[config.mk]
export PLATFORM = sky130hd
export DESIGN_NAME = keypad_scanner
export DESIGN_NICKNAME = d
export VERILOG_FILES = /design/src/rtl/keypad_scanner_pkg.sv /design/src/rtl/keypad_decode.sv /design/src/rtl/keypad_scanner.sv
export SDC_FILE = /design/constraint.sdc
export NUM_CORES = 1
export LEC_CHECK = 0
export BUFFER_PORTS_ARGS = -buffer_cell sky130_fd_sc_hd__buf_2
export CAP_MARGIN = 0
export CORE_ASPECT_RATIO = 1.75
export CORE_MARGIN = 2
export CORE_UTILIZATION = 58
export DETAILED_ROUTE_END_ITERATION = 10
export PLACE_DENSITY = 0.78
export SYNTH_ARGS = -nofsm -noshare
export SYNTH_HDL_FRONTEND = slang
export SYNTH_SLANG_ARGS = --single-unit
[constraint.sdc]
create_clock -name clock -period 2.5 [get_ports clock]
set_clock_uncertainty 0.15 [all_clocks]
set_input_delay 0.25 -clock clock [delete_from_list [all_inputs] [get_ports clock]]
set_output_delay 0.25 -clock clock [all_outputs]
set_load 0.01 [all_outputs]
[src/rtl/keypad_scanner_pkg.sv]
// Key codes and scanner state encoding shared by the keypad scanner, the digit
// shift register and the other alarm clock blocks.
package keypad_scanner_pkg;

  localparam logic [3:0] NOKEY = 4'd10;
  localparam logic [3:0] STAR  = 4'd11;
  localparam logic [3:0] HASH  = 4'd12;

  typedef enum logic [2:0] {
    SCAN     = 3'd0,
    DEBOUNCE = 3'd1,
    EMIT     = 3'd2,
    HOLD     = 3'd3,
    RELEASE  = 3'd4
  } scan_state_t;

  function automatic logic [2:0] rotate_col(input logic [2:0] c);
    return {c[1:0], c[2]};
  endfunction

  function automatic logic is_one_hot4(input logic [3:0] r);
    return (r != 4'd0) && ((r & (r - 4'd1)) == 4'd0);
  endfunction

endpackage

[src/rtl/keypad_decode.sv]
// Combinational map from one-hot row/col position to the keypad code;
// anything that is not a single valid position decodes to NOKEY.
module keypad_decode
  import keypad_scanner_pkg::*;
(
  input  logic [3:0] row,
  input  logic [2:0] col,
  output logic [3:0] code
);

  always_comb begin
    code = NOKEY;
    case (row)
      4'b0001:
        case (col)
          3'b001:  code = 4'd1;
          3'b010:  code = 4'd2;
          3'b100:  code = 4'd3;
          default: code = NOKEY;
        endcase
      4'b0010:
        case (col)
          3'b001:  code = 4'd4;
          3'b010:  code = 4'd5;
          3'b100:  code = 4'd6;
          default: code = NOKEY;
        endcase
      4'b0100:
        case (col)
          3'b001:  code = 4'd7;
          3'b010:  code = 4'd8;
          3'b100:  code = 4'd9;
          default: code = NOKEY;
        endcase
      4'b1000:
        case (col)
          3'b001:  code = STAR;
          3'b010:  code = 4'd0;
          3'b100:  code = HASH;
          default: code = NOKEY;
        endcase
      default: code = NOKEY;
    endcase
  end

endmodule

[src/rtl/keypad_scanner.sv]
// 3x4 keypad scanner: rotates the column drive, debounces a single-row press,
// emits one shift strobe per accepted digit and debounces the release.
//
// state    | meaning
// SCAN     | rotating col each clock, waiting for exactly one row bit
// DEBOUNCE | col frozen, counting samples equal to the latched row
// EMIT     | one cycle: key = decoded code, shift for digits 0..9
// HOLD     | key held, waiting for row == 0
// RELEASE  | counting row == 0 samples before returning to SCAN
module keypad_scanner
  import keypad_scanner_pkg::*;
#(
  parameter int unsigned DEBOUNCE_CYCLES = 4
) (
  input  logic       clock,
  input  logic       reset,
  input  logic [3:0] row,
  output logic [2:0] col,
  output logic [3:0] key,
  output logic       shift
);

  localparam logic [7:0] DB_LIMIT = 8'(DEBOUNCE_CYCLES);

  scan_state_t state, state_nxt;
  logic [2:0]  col_nxt;
  logic [3:0]  key_nxt;
  logic        shift_nxt;
  logic [7:0]  cnt, cnt_nxt, cnt_inc;
  logic [3:0]  row_lat, row_lat_nxt;
  logic [3:0]  code;

  // The frozen col register doubles as the latched column during a press.
  keypad_decode u_decode (
    .row  (row_lat),
    .col  (col),
    .code (code)
  );

  assign cnt_inc = (cnt == 8'hFF) ? cnt : cnt + 8'd1;

  always_ff @(posedge clock or posedge reset) begin
    if (reset) begin
      state   <= SCAN;
      col     <= 3'b001;
      key     <= NOKEY;
      shift   <= 1'b0;
      cnt     <= 8'd0;
      row_lat <= 4'd0;
    end else begin
      state   <= state_nxt;
      col     <= col_nxt;
      key     <= key_nxt;
      shift   <= shift_nxt;
      cnt     <= cnt_nxt;
      row_lat <= row_lat_nxt;
    end
  end

  always_comb begin
    state_nxt   = state;
    col_nxt     = col;
    key_nxt     = key;
    shift_nxt   = 1'b0;
    cnt_nxt     = cnt;
    row_lat_nxt = row_lat;
    case (state)
      SCAN: begin
        key_nxt = NOKEY;
        if (is_one_hot4(row)) begin
          row_lat_nxt = row;
          cnt_nxt     = 8'd1;
          state_nxt   = DEBOUNCE;
        end else begin
          col_nxt = rotate_col(col);
          cnt_nxt = 8'd0;
        end
      end
      DEBOUNCE: begin
        if (row == row_lat) begin
          cnt_nxt = cnt_inc;
          if (cnt_inc >= DB_LIMIT) begin
            state_nxt = EMIT;
            key_nxt   = code;
            shift_nxt = (code <= 4'd9);
            cnt_nxt   = 8'd0;
          end
        end else begin
          state_nxt = SCAN;
          col_nxt   = rotate_col(col);
          key_nxt   = NOKEY;
          cnt_nxt   = 8'd0;
        end
      end
      EMIT: begin
        state_nxt = HOLD;
        cnt_nxt   = 8'd0;
      end
      HOLD: begin
        if (row == 4'd0) begin
          state_nxt = RELEASE;
          cnt_nxt   = 8'd1;
        end
      end
      RELEASE: begin
        if (row == 4'd0) begin
          cnt_nxt = cnt_inc;
          if (cnt_inc >= DB_LIMIT) begin
            state_nxt = SCAN;
            key_nxt   = NOKEY;
            col_nxt   = rotate_col(col);
            cnt_nxt   = 8'd0;
          end
        end else begin
          state_nxt = HOLD;
          cnt_nxt   = 8'd0;
        end
      end
      default: begin
        state_nxt = SCAN;
        col_nxt   = 3'b001;
        key_nxt   = NOKEY;
        cnt_nxt   = 8'd0;
      end
    endcase
  end

endmodule

# Yosys cells after proc, flatten, opt, wreduce, memory -nomap -nowiden
# Index checks and enable logic that the tools add are counted.
dict set report word_totals {
  regBits 23
  input_bits 6
  output_inout_bits 8
}
dict set report classes {
  n_addsub 2
  n_lt_le_gt_ge 2
  eq_ne 21
  n_mux 32
  bitwise 2
  n_reduce_logical 10
}
# cell count
set ops {}
lappend ops {{4-bit case mux with 3 select lines} 5}
lappend ops {{8-bit 2-to-1 mux} 5}
lappend ops {{8-bit case mux with 4 select lines} 1}
lappend ops {{3-bit 2-to-1 mux} 10}
lappend ops {{4-bit 2-to-1 mux} 4}
lappend ops {{4-bit case mux with 4 select lines} 1}
lappend ops {{3-bit case mux with 5 select lines} 1}
lappend ops {{2-bit inequality test (second input constant)} 6}
lappend ops {{3-bit case mux with 4 select lines} 1}
lappend ops {{3-bit by 2-bit == test with 1-bit output (second input constant)} 3}
lappend ops {{8-bit by 1-bit adder with 8-bit output (second input constant)} 1}
lappend ops {{8-bit == test (second input constant)} 1}
lappend ops {{8-bit by 3-bit >= comparator with 1-bit output (second input constant)} 1}
lappend ops {{4-bit zero test} 2}
lappend ops {{4-bit AND reduction} 2}
lappend ops {{3-bit by 1-bit == test with 1-bit output (second input constant)} 2}
lappend ops {{3-bit == test (second input constant)} 2}
lappend ops {{3-bit inequality test (second input constant)} 2}
lappend ops {{5-bit AND reduction} 1}
lappend ops {{4-bit bitwise AND} 1}
lappend ops {{4-bit by 1-bit == test with 1-bit output (second input constant)} 1}
lappend ops {{4-bit by 2-bit == test with 1-bit output (second input constant)} 1}
lappend ops {{4-bit by 3-bit == test with 1-bit output (second input constant)} 1}
lappend ops {{4-bit == test} 1}
lappend ops {{other kinds (10)} 13}

# Longest topological paths before layout
dict set report depth {
  word_depth 7
  depth_mapped 7
  ltp_nobuf 7
}

# Modules after synthesis
# From an unflattened synthesis, not the netlist that was laid out.
dict set report unflattened {
  cells_unflattened 152
  area_unflattened_um2 1511.4
}
# module n_inst cells_per_inst area_per_inst_um2 seq_area_each_um2
set modules_own_cells {}
lappend modules_own_cells {keypad_scanner 1 120 1275.0 579.3}
lappend modules_own_cells {keypad_decode 1 32 236.5 0.0}

# Worst setup path before layout
# No wires, ideal clock.
dict set report synth_timing {
  path_type {register to register}
  startpoint {reg cnt[0]}
  endpoint {reg key[2]}
  setup_time_ps 128
  arrival_time_ps 1962
  required_ps 2222
  setup_slack_ps 261
  stages_incl_launch_ff 8
  path_buffers 0
  synth_period_minus_slack_ps 2239
  path_cell_list {dfrtp_1 -> ha_1 -> or3_1 -> a222oi_1 -> nand4_1 -> nor2_2 -> a21boi_2 -> mux2_1}
}
dict set report synth_between {
  elab_chain_cells 5
  elab_cells_between_ends 7
}
# element line_no
set synth_lines {}
lappend synth_lines {{from (decl)} keypad_scanner.sv:29} ;# logic [7:0] cnt, cnt_nxt, cnt_inc;
lappend synth_lines {{from (signal assigned)} keypad_scanner.sv:55} ;# cnt <= cnt_nxt;
lappend synth_lines {{8-bit by 1-bit adder with 8-bit output / 8-bit == test (equally long branches)} keypad_scanner.sv:40} ;# assign cnt_inc = (cnt == 8'hFF) ? cnt : cnt + 8'd1;
lappend synth_lines {{8-bit 2-to-1 mux (*)} keypad_scanner.sv:40}
lappend synth_lines {{8-bit by 3-bit >= comparator with 1-bit output (*)} {keypad_scanner.sv:82, keypad_scanner.sv:108}}
lappend synth_lines {{3-bit inequality test (no source line) / 2-bit inequality test (equally long branches)} -}
lappend synth_lines {{4-bit AND reduction (no source line) (*)} -}
lappend synth_lines {{to (signal assigned)} keypad_scanner.sv:53} ;# key <= key_nxt;
lappend synth_lines {{to (decl)} keypad_scanner.sv:19} ;# output logic [3:0] key,
# Every way passes the cells marked *; elsewhere a longest branch is shown, timed or not.
# A chain may end at the register's enable or synchronous reset.

# Worst setup path after layout
dict set report layout_timing {
  startpoint {reg cnt[1]}
  endpoint {reg cnt[1]}
}
dict set report layout_between {
  elab_chain_cells 6
  elab_cells_between_ends 8
}
# element line_no
set layout_lines {}
lappend layout_lines {{8-bit by 1-bit adder with 8-bit output / 8-bit == test (equally long branches)} keypad_scanner.sv:40}
lappend layout_lines {{8-bit 2-to-1 mux (*)} keypad_scanner.sv:40}
lappend layout_lines {{8-bit by 3-bit >= comparator with 1-bit output} {keypad_scanner.sv:82, keypad_scanner.sv:108}}
lappend layout_lines {{8-bit 2-to-1 mux (*)} {keypad_scanner.sv:82, keypad_scanner.sv:108}}
lappend layout_lines {{8-bit 2-to-1 mux, on equally long branches} {keypad_scanner.sv:106, keypad_scanner.sv:80}}
lappend layout_lines {{8-bit case mux with 4 select lines (*)} keypad_scanner.sv:67} ;# case (state)
# Marked as above.

==> results.sh <==
export IMPL_status="finished, violations left"
export IMPL_die_w_um=42.9
export IMPL_drive_gt1_frac=0.202
export IMPL_synth_avg_cell_area_sq_um=8.81
export IMPL_power_w=0.00159
export IMPL_ff2ff_path_depth=7
export IMPL_die_area_sq_mm=0.00309
export IMPL_crit_path_cell_trace="ha_1 > or3_1 > a222oi_1 > nand4_1 > buf_4 > a211oi_2 > a32o_1"
export IMPL_crit_arrival_ns=2.45
export IMPL_netlist_area_sq_mm=0.00153
export IMPL_ys_types=53
export IMPL_h_tree_depth=1
export IMPL_place_congestion=0.828
export IMPL_fin_hold_ws_ns=-0.00378
export IMPL_grt_pass1_vias=1284
export IMPL_required_ns=2.54
export IMPL_hold_viol_final=5
export IMPL_final_nets=196
export IMPL_grt_pass1_wl_um=5570
export IMPL_max_freq_ghz=0.415
export IMPL_end_kind="flip-flop"
export IMPL_ctsHoldBuffers=0
export IMPL_layout_setup_ws_ns=0.0897
export IMPL_drt_pass1_iter_count=4
export IMPL_power_frac_comb=0.444
export IMPL_yosysTopAreaCell="dfrtp_1"
export IMPL_grt_max_degree=24
export IMPL_drt_wl_total_um=3350
export IMPL_ant_nets=0
export IMPL_critPathKind="reg -> reg"
export IMPL_rr_startpoint="cnt[1]$_DFFE_PP0P_"
export IMPL_area_delta_synth_final_pct=10.8
export IMPL_layout_common_cells="19 x dfrtp_1, 16 x nor2_1, 15 x nand2_1"
export IMPL_switchingPower_w=0.000677
export IMPL_slew_limit_headroom=0.437
export IMPL_numCtsBuffers=3
export IMPL_wl_per_cell_um=15.6
export IMPL_clkTransAtPathRegs_ns=0.08
export IMPL_max_slew_worst_pin_slew_ns=0.843
export IMPL_grt_usage=0.230
export IMPL_drt_iter0_drc=46
export IMPL_diodes=0
export IMPL_start_util=0.615
export IMPL_clock_sinks=23
export IMPL_pre_cts_slack_ns=0.0636
export IMPL_setup_viol=0
export IMPL_postSynth_asyncResetShare=1.00
export IMPL_crit_buf_inv=1
export IMPL_synthFlopType="dfrtp_1"
export IMPL_start_kind="flip-flop"
export IMPL_grt_ovfl_total=0
export IMPL_cts_root_buf="clkbuf_8"
export IMPL_maxCapViolations=0
export IMPL_max_clock_path_buffers=2
export IMPL_cts_tree="built"
export IMPL_pwr_share_clk=0.140
export IMPL_ys_ff_latch=23
export IMPL_drcViolationCount=0
export IMPL_ys_warn_count=0
export IMPL_core_area_sq_mm=0.00249
export IMPL_floorplan_io_pins=14
export IMPL_vias=1367
export IMPL_switching_share=0.426
export IMPL_final_common_cell="dfrtp_1"
export IMPL_vias_per_cell=6.39
export IMPL_violations="hold timing"
export IMPL_worstPathMaxFanout=4
export IMPL_ir_worst_vdd_mv=0.670
export IMPL_rows=24
export IMPL_p_per_area_mw_per_mm2=936
export IMPL_crit_slowest_cell="dfrtp_2"
export IMPL_synth_edf_count=0
export IMPL_leakagePower_nw=0.785
export IMPL_port_buffers=13
export IMPL_hp_class="in -> async"
export IMPL_hpwl_um=2560
export IMPL_tns_ns=0
export IMPL_synth_area_leaders="dfrtp_1 33%, dfstp_2 5.1%, xor2_1 4.0%, nor2_1 3.9%, nand2_1 3.7%"
export IMPL_crit_family="compound AO/OA/AOI/OAI gates"
export IMPL_synth_top_area_share=0.327
export IMPL_dp_cells=207
export IMPL_finalCriticalPeriod_ns=2.41
export IMPL_antenna_found_initial=0
export IMPL_internal_power_w=0.000913
export IMPL_die_h_um=72.0
export IMPL_period_share=0.964
export IMPL_r2r_end="cnt[1]$_DFFE_PP0P_"
export IMPL_seq_area_frac_synth=0.378
export IMPL_syn_nets=181
export IMPL_sequentialPowerShare=0.415
export IMPL_clock_latency_ns=0.26
export IMPL_slew_viol_final=0
export IMPL_fin_cells=214
export IMPL_netlist_instances=174
export IMPL_slowest_delay_ns=0.43
export IMPL_rrSetupSlack_ns=0.09
-- synthesized netlist by cell type, drive strengths merged, types with 3 or more instances --
cell type	n
a21oi	6
and2	6
and3	3
clkbuf	9
dfrtp	20
dfstp	3
inv	8
mux2	7
mux2i	4
nand2	15
nand3	6
nor2	17
nor3	9
o21ai	7
o31ai	5
or3	3
xnor2	3
xor2	7
-- cell type report --
type | instances | area, sq um
Multi-Input combinational cell | 133 | 891
Fill cell | 216 | 795
Sequential cell | 23 | 581
Timing Repair Buffer | 20 | 118
Clock buffer | 3 | 41.3
Tap cell | 26 | 32.5
Inverter | 8 | 30.0
Clock inverter | 1 | 5.00
-- state kept, by name, indices dropped and copies added (netlist names) --
signal,cells
cnt,8
key,4
row_lat,4
col,3
state,3
shift,1
-- cell families (layout without fill, tap and decap cells) --
family          count (synthesis)  after routing  synth area share
compound gates                 40             40             0.194
xor+xnor                       10             10            0.0571
fa+ha+maj                       1              1           0.00816
buf+inv                        18             32            0.0441
flops                          23             23             0.378
mux                            11             11            0.0800
simple gates                   71             71             0.238
-- repair_timing --
| item | 4_1_cts | 5_1_grt |
|---|---|---|
| resized for setup | 0 | 2 |
| setup buffers | 0 | 3 |
| endpoints found under the setup margin | 0 | 7 |
-- per-stage QoR --
stage	instance area, sq um	utilization
2_1_floorplan	1530	-
3_3_place_gp	1620	0.651
3_5_place_dp	1620	0.651
4_1_cts	1670	0.670
5_1_grt	1700	0.681
6_report	1700	0.681
-- worst max-delay path by stage --
| stage | from | to | slack (ns) | depth (start not counted) |
|---|---|---|---|---|
| 4_1_cts | cnt[1]$_DFFE_PP0P_ | cnt[1]$_DFFE_PP0P_ | 0.03 | 6 |
| 3_3_place_gp | cnt[1]$_DFFE_PP0P_ | key[2]$_DFFE_PP0P_ | 0.20 | 7 |
| 3_5_place_dp | cnt[1]$_DFFE_PP0P_ | cnt[1]$_DFFE_PP0P_ | 0.06 | 6 |
| 2_1_floorplan | cnt[0]$_DFFE_PP0P_ | key[2]$_DFFE_PP0P_ | 0.26 | 7 |
| 5_1_grt | cnt[1]$_DFFE_PP0P_ | key[2]$_DFFE_PP0P_ | -0.01 | 7 |
| 6_report | cnt[1]$_DFFE_PP0P_ | cnt[1]$_DFFE_PP0P_ | 0.09 | 7 |
-- metal layers --
metal,up-vias,GRT usage,part of all wire
met5,-,0,0
met4,0,0.0799,0.013
met3,6,0.0274,0.034
met2,47,0.443,0.57
met1,648,0.249,0.38
li1,666,-,-
-- power by group through the flow --
stage	clock network, W	logic, W	registers [W]
finish	0.000223	0.000707	0.000661
global placement	0	0.000669	0.000653
floorplan	0	0.000655	0.000538
CTS	0.000227	0.000701	0.000657
detailed placement	0	0.000700	0.000662
global route	0.000244	0.000788	0.000681
No activity file was read; power rests on OpenSTA's default activity.
